[config.mk]
export PLATFORM = sky130hd
export DESIGN_NAME = fdiv_iter
export DESIGN_NICKNAME = d
export VERILOG_FILES = /design/src/rtl/fpu_pkg.sv /design/src/rtl/fpu_round_rne.sv /design/src/rtl/fdiv_iter.sv
export SDC_FILE = /design/constraint.sdc
export NUM_CORES = 1
export LEC_CHECK = 0
export CORE_MARGIN = 5
export CORE_UTILIZATION = 45
export CTS_CLUSTER_SIZE = 10
export DETAILED_ROUTE_END_ITERATION = 16
export DONT_BUFFER_PORTS = 1
export GPL_ROUTABILITY_DRIVEN = 0
export GPL_TIMING_DRIVEN = 0
export SLEW_MARGIN = 20
export SYNTH_ARGS = -nofsm -noshare
export SYNTH_HDL_FRONTEND = slang
export SYNTH_SLANG_ARGS = --single-unit
[constraint.sdc]
create_clock -name clk -period 4.3 [get_ports clk]
set_clock_uncertainty 0.1 [all_clocks]
set_input_delay 0.86 -clock clk [delete_from_list [all_inputs] [get_ports clk]]
set_output_delay 0.86 -clock clk [all_outputs]
set_load 0.02 [all_outputs]
[src/rtl/fpu_pkg.sv]
// Shared FPU definitions: IEEE-754 single field widths,
// canonical constants and the divider control state type.
package fpu_pkg;

    localparam int EXP_W    = 8;
    localparam int MAN_W    = 23;
    localparam int EXP_BIAS = 127;

    localparam logic [31:0] QNAN = 32'h7FC0_0000;
    localparam logic [31:0] PINF = 32'h7F80_0000;

    typedef enum logic [1:0] {
        S_IDLE  = 2'd0,
        S_DIV   = 2'd1,
        S_ROUND = 2'd2,
        S_DONE  = 2'd3
    } fdiv_state_t;

endpackage

[src/rtl/fpu_round_rne.sv]
// Round-to-nearest-even on a 25-bit quotient (24 mantissa + guard),
// with exponent overflow/underflow resolution. Shared by fdiv/fmul/fsqrt.
module fpu_round_rne
    import fpu_pkg::*;
(
    input  logic [MAN_W+1:0]  q_i,
    input  logic              sticky_i,
    input  logic signed [9:0] ez_i,
    input  logic              sy_i,
    output logic [31:0]       y_o,
    output logic              ovf_o
);

    logic              up;
    logic [MAN_W+1:0]  m_sum;
    logic [MAN_W:0]    man;
    logic signed [9:0] ez_r;

    always_comb begin
        up    = q_i[0] & (sticky_i | q_i[1]);
        m_sum = {1'b0, q_i[MAN_W+1:1]}
              + {{(MAN_W+1){1'b0}}, up};
        // all-ones mantissa rounding up wraps to 1.0 of the next binade
        if (m_sum[MAN_W+1]) begin
            man  = m_sum[MAN_W+1:1];
            ez_r = ez_i + 10'sd1;
        end else begin
            man  = m_sum[MAN_W:0];
            ez_r = ez_i;
        end
        ovf_o = 1'b0;
        y_o   = {sy_i, ez_r[EXP_W-1:0], man[MAN_W-1:0]};
        if (ez_r >= 10'sd255) begin
            y_o   = {sy_i, PINF[30:0]};
            ovf_o = 1'b1;
        end else if (ez_r <= 10'sd0) begin
            y_o = {sy_i, 31'd0};
        end
    end

endmodule

[src/rtl/fdiv_iter.sv]
// Multi-cycle IEEE-754 single divider: restoring shift-subtract
// mantissa division followed by one RNE rounding stage.
module fdiv_iter
    import fpu_pkg::*;
#(
    parameter int RADIX_BITS = 1
) (
    input  logic        clk,
    input  logic        rstn,
    input  logic        in_valid,
    output logic        in_ready,
    input  logic [31:0] x1,
    input  logic [31:0] x2,
    output logic        out_valid,
    input  logic        out_ready,
    output logic [31:0] y,
    output logic        ovf,
    output logic        dz
);

    localparam int N  = 25 / RADIX_BITS;
    localparam int QW = MAN_W + 2;
    localparam int RW = MAN_W + 3;
    localparam logic [4:0] CNT_INIT = 5'(N - 1);

    fdiv_state_t state_q, state_d;

    logic [4:0]        cnt_q, cnt_d;
    logic [RW-1:0]     r_q, r_d;
    logic [MAN_W:0]    mb_q, mb_d;
    logic [QW-1:0]     q_q, q_d;
    logic signed [9:0] ez_q, ez_d;
    logic              sy_q, sy_d;
    logic [31:0]       y_q, y_d;
    logic              ovf_q, ovf_d;
    logic              dz_q, dz_d;

    logic [EXP_W-1:0] e1, e2;
    logic [MAN_W-1:0] f1, f2;
    logic             z1, z2, inf1, inf2, nan1, nan2;
    logic             sy, adj, accept;
    logic [MAN_W:0]   ma, mb;
    logic [RW-1:0]    r_init;
    logic signed [9:0] ez_init;

    logic        spec, spec_dz;
    logic [31:0] spec_y;

    logic [RW-1:0] r_n;
    logic [QW-1:0] q_n;
    logic          qb;

    logic [31:0] rnd_y;
    logic        rnd_ovf;

    assign e1   = x1[30:23];
    assign e2   = x2[30:23];
    assign f1   = x1[22:0];
    assign f2   = x2[22:0];
    assign sy   = x1[31] ^ x2[31];
    // denormals (e==0) flush to zero
    assign z1   = (e1 == '0);
    assign z2   = (e2 == '0);
    assign inf1 = (e1 == '1) && (f1 == '0);
    assign inf2 = (e2 == '1) && (f2 == '0);
    assign nan1 = (e1 == '1) && (f1 != '0);
    assign nan2 = (e2 == '1) && (f2 != '0);

    assign ma      = {1'b1, f1};
    assign mb      = {1'b1, f2};
    assign adj     = (ma < mb);
    assign r_init  = adj ? {1'b0, ma, 1'b0} : {2'b00, ma};
    assign ez_init = {2'b00, e1} - {2'b00, e2}
                   + 10'(EXP_BIAS) - {9'd0, adj};

    always_comb begin
        spec    = 1'b1;
        spec_dz = 1'b0;
        spec_y  = QNAN;
        if (nan1 | nan2 | (z1 & z2) | (inf1 & inf2)) begin
            spec_y = QNAN;
        end else if (inf1) begin
            spec_y = {sy, PINF[30:0]};
        end else if (inf2) begin
            spec_y = {sy, 31'd0};
        end else if (z1) begin
            spec_y = {sy, 31'd0};
        end else if (z2) begin
            spec_y  = {sy, PINF[30:0]};
            spec_dz = 1'b1;
        end else begin
            spec = 1'b0;
        end
    end

    always_comb begin
        r_n = r_q;
        q_n = q_q;
        qb  = 1'b0;
        for (int i = 0; i < RADIX_BITS; i++) begin
            qb = (r_n >= {2'b00, mb_q});
            if (qb) begin
                r_n = r_n - {2'b00, mb_q};
            end
            q_n = {q_n[QW-2:0], qb};
            r_n = {r_n[RW-2:0], 1'b0};
        end
    end

    fpu_round_rne u_round (
        .q_i      (q_q),
        .sticky_i (r_q != '0),
        .ez_i     (ez_q),
        .sy_i     (sy_q),
        .y_o      (rnd_y),
        .ovf_o    (rnd_ovf)
    );

    always_ff @(posedge clk) begin
        if (!rstn) begin
            state_q <= S_IDLE;
        end else begin
            state_q <= state_d;
        end
    end

    always_comb begin
        state_d = state_q;
        unique case (state_q)
            S_IDLE: begin
                if (in_valid) begin
                    state_d = spec ? S_DONE : S_DIV;
                end
            end
            S_DIV: begin
                if (cnt_q == '0) begin
                    state_d = S_ROUND;
                end
            end
            S_ROUND: state_d = S_DONE;
            S_DONE: begin
                if (out_ready) begin
                    state_d = S_IDLE;
                end
            end
            default: state_d = S_IDLE;
        endcase
    end

    always_comb begin
        in_ready  = (state_q == S_IDLE);
        out_valid = (state_q == S_DONE);
    end

    assign accept = in_valid & in_ready;

    always_comb begin
        cnt_d = cnt_q;
        r_d   = r_q;
        mb_d  = mb_q;
        q_d   = q_q;
        ez_d  = ez_q;
        sy_d  = sy_q;
        y_d   = y_q;
        ovf_d = ovf_q;
        dz_d  = dz_q;
        if (accept) begin
            sy_d = sy;
            if (spec) begin
                y_d   = spec_y;
                ovf_d = 1'b0;
                dz_d  = spec_dz;
            end else begin
                r_d   = r_init;
                mb_d  = mb;
                q_d   = '0;
                ez_d  = ez_init;
                cnt_d = CNT_INIT;
            end
        end else if (state_q == S_DIV) begin
            r_d = r_n;
            q_d = q_n;
            if (cnt_q != '0) begin
                cnt_d = cnt_q - 5'd1;
            end
        end else if (state_q == S_ROUND) begin
            y_d   = rnd_y;
            ovf_d = rnd_ovf;
            dz_d  = 1'b0;
        end
    end

    always_ff @(posedge clk) begin
        if (!rstn) begin
            cnt_q <= '0;
            r_q   <= '0;
            mb_q  <= '0;
            q_q   <= '0;
            ez_q  <= '0;
            sy_q  <= 1'b0;
            y_q   <= '0;
            ovf_q <= 1'b0;
            dz_q  <= 1'b0;
        end else begin
            cnt_q <= cnt_d;
            r_q   <= r_d;
            mb_q  <= mb_d;
            q_q   <= q_d;
            ez_q  <= ez_d;
            sy_q  <= sy_d;
            y_q   <= y_d;
            ovf_q <= ovf_d;
            dz_q  <= dz_d;
        end
    end

    assign y   = y_q;
    assign ovf = ovf_q;
    assign dz  = dz_q;

endmodule

==> impl_results.md <==
- Top FF cell, synth: dfxtp_1
- Initial core utilization: 0.454
- Clock Sinks: 127
- Max_cap viols: 0
- Die H: 152 µm
- Avg WL per Cell: 19.0 µm
- Min Clock Period, post-route: around 3900 ps
- CTS clock-pin slew for the worst setup and hold paths: 70 ps
- Area leader, netlist: dfxtp_1
- Number of synthesized flops with an enable pin: 0
- Total Routing Usage GR: 0.234
- CTS tree: yes
- Synth top area share: 0.279
- Mapped Nets: 1,305
- Yosys Warn Count: 0
- Post-DRT Antenna Nets: 0
- Worst-Skew Late Latency: about 430 ps
- Total negative slack: 0 ps
- Reg-to-reg slack, setup: between 500 and 600 ps
- Ys async rst share: 0
- Setup CP Type: input port to flop
- Post-DP Area: 9470 µm²
- Number of global-route vias before repair: 8,211
- RSZ-0062 raised after global routing: no
- Mapped Area: slightly above 9000 µm²
- Vias per cell: between 5 and 6
- Flop pwr share: 0.241
- Syn-to-layout area delta: 11.0%
- Worst slew margin: 0.369
- Avg Inst Size Synth: 7.84 µm²
- Share of layout cells above drive strength 1: 0.0593
- Status: completed
- Worst path required time: around 4500 ps
- R2r worst-path depth: 13
- Critical Path End: ez_q[7]
- DR pass1 iterations: 5
- Nets: 1,326
- Worst setup SP type: input port
- Clock Path Buffers: 2
- Sw frac: 0.462
- Final hold violations: 0
- Final WL: between 20 and 30 mm
- Worst Setup SP: x2[1]
- Final setup fails: 0
- Setup ws final: approximately 370 ps
- Crit. End Element: flop
- Worst r2r dst: r_q[4]
- Worst hold-check slack: 364 ps
- DRC: 0
- Psw: 3.16 mW
- Die ar.: 23,200 µm²
- Die Wd: 152 µm
- Fill count: 1,973
- Final Cycle Share: 0.914
- Routed via count: 8,542
- Int Pwr: ~3.7 mW
- Post-detail-place hpwl: 22.0 mm
- Fin. max-slew vios: 0
- Post-route design area: 10,100 µm²
- GR Overflow Total: 0
- Synth area leaders: dfxtp_1, ha_1, nand2_1
- Setup WS pre-CTS: -696 ps
- Hold Buf Count CTS: 0
- Ports: about 100
- Number of antenna violations at the first check in global routing: 0
- Worst Path Arrival: 4150 ps
- Diode count: 0
- Yosys reg bits: about 130
- Largest net degree at the start of global routing: 17
- Unique masters post-synth: 69
- Worst VDD drop: between 0.3 and 0.4 mV
- Leak: around 4 nW
- Root Driver: clkbuf_16
- Htree depth: 4
- Fmax: 254 MHz
- Rows: 52
- Comb power frac: 0.532
- CP Max Fanout: 5
- Cts bufs inserted: 17
- Syn Inst Count: about 1,200
- Register area share after synthesis: 0.279
- First-pass GRT wire length: 43.8 mm
- Core ar.: 20,100 µm²
- Starting DRT DRC Count: 444
- Hold WC Path Type: flop to flop
- PwrDens: a little under 700 nW/µm²
- Worst slew pin tran: about 940 ps
- I/O Buffers: 0
- Clock power frac: 0.227
- Worst reg2reg path startpoint: r_q[0]
## metal layers
metal / part of all wire / global-route usage / up-vias
met5: 0 / 0 / -
met4: 0.042 / 0.101 / 0
met2: 0.47 / 0.392 / 267
li1: - / - / 4233
met3: 0.060 / 0.0457 / 72
met1: 0.43 / 0.293 / 3970
## cell usage in the layout (no fill, tap or decap), types with 10 or more instances in the layout
cell type  Yosys  routed
a21boi_0      63      63
dfxtp_1      127     127
a22o_1        12      12
nor2b_1       10      10
xnor2_1       38      38
clkbuf_16      0      17
clkbuf_1      50      49
nor3_1        13      13
nand4_1       21      21
a211oi_1      10      10
mux2i_1       20      20
inv_1         91      91
nor2_1        58      57
a21o_1        14      14
o21ai_0       42      42
o21bai_1      10      10
a21oi_1       57      57
nand3_1       59      59
and3_1        14      14
and2_1        14      14
ha_1          70      70
a32o_1        15      15
nor4_1        24      24
xor2_1        25      25
nand2_1      162     161
## final cells by class
class                   count  area, µm²  share of cell area
well taps                 270        338              0.0333
repair buffers              3       22.5             0.00222
inverters                  91        342              0.0337
clock inverters            15        199              0.0196
plain buffers              61        264              0.0261
flip-flops and latches    127       2540               0.251
multi-input cells         884       6000               0.592
clock buffers              17        425              0.0420
## worst max-delay path, cell delays in order
cell      delay [ps]
inv_1             20
ha_1             260
a21o_1           150
a21oi_1          170
o221ai_1         190
o31ai_4          340
nand2_4          110
ha_1             200
ha_1             210
fa_1             410
a21oi_1          160
nor2_1            50
nor2_1           150
nor2b_1           60
o21ai_0          150
nand2b_1         110
xnor2_1          270
o21ai_0          110
and2_1           170
## worst min path at each step
stage	from	end	slack, ps	cells after the start
final	mb_q[20]	mb_q[20]	360	2
after global routing	mb_q[16]	mb_q[16]	380	2
after CTS	mb_q[3]	mb_q[3]	370	2
after detailed placement	mb_q[3]	mb_q[3]	360	2
after global placement	mb_q[7]	mb_q[7]	350	2
after floorplan	mb_q[10]	mb_q[10]	340	2
## metrics by stage
step	instances	utilization	power [mW]
3_3_place_gp	1434	0.471	5.22
6_report	1468	0.504	6.85
2_1_floorplan	1164	-	4.27
4_1_cts	1466	0.502	6.82
3_5_place_dp	1434	0.471	5.25
5_1_grt	1468	0.504	7.31
## cells by family after synthesis
group	synth area share
adder cells (fa/ha/maj)	0.103
AND/OR/NAND/NOR	0.224
flip-flops	0.279
multiplexers	0.0306
XOR/XNOR	0.0605
AO/OA/AOI/OAI	0.237
buffers and inverters	0.0668
## cells in the mapped netlist, types with 5 or more instances
cell type  number
and3_1         14
o31ai_1         6
nand4_1        21
nand2_1       162
dfxtp_1       127
o21a_1          5
nor2_1         58
xor2_1         25
a22o_1         12
o221ai_1        5
mux2_2          7
o21bai_1       10
mux2i_1        20
inv_1          91
nand3_1        59
nor2b_1        10
a21o_1         14
xnor2_1        38
nand2b_1        7
a31oi_1         6
nor4_1         24
a2bb2oi_1       6
buf_2           7
a211oi_1       10
o21ai_0        42
nor3_1         13
ha_1           70
a32o_1         15
o211ai_1        9
a221o_1         9
and2_1         14
a21boi_0       63
a21oi_1        57
and4_1          9
clkbuf_1       50
## registers in the layout, indices dropped and copies added (netlist names)
signal,flops
q_q,25
y,32
ez_q,10
dz,1
cnt_q,5
ovf,1
r_q,26
state_q,2
sy_q,1
mb_q,24
## power by group through the flow
stage / Combinational (mW) / Clock, mW / Sequential, mW
floorplan: 2.68 / 0 / 1.59
detailed placement: 3.58 / 0 / 1.67
global route: 4.01 / 1.62 / 1.68
finish: 3.64 / 1.55 / 1.65
CTS: 3.60 / 1.57 / 1.65
global placement: 3.55 / 0 / 1.67
## repair_timing
action / CTS / global route
endpoints found under the hold margin: 0 / 0
setup endpoints to repair: 2 / 2
pin swaps: 0 / 2
resized for setup: 3 / 3
setup buffers: 0 / 3
Power figures use the tool's default switching activity.
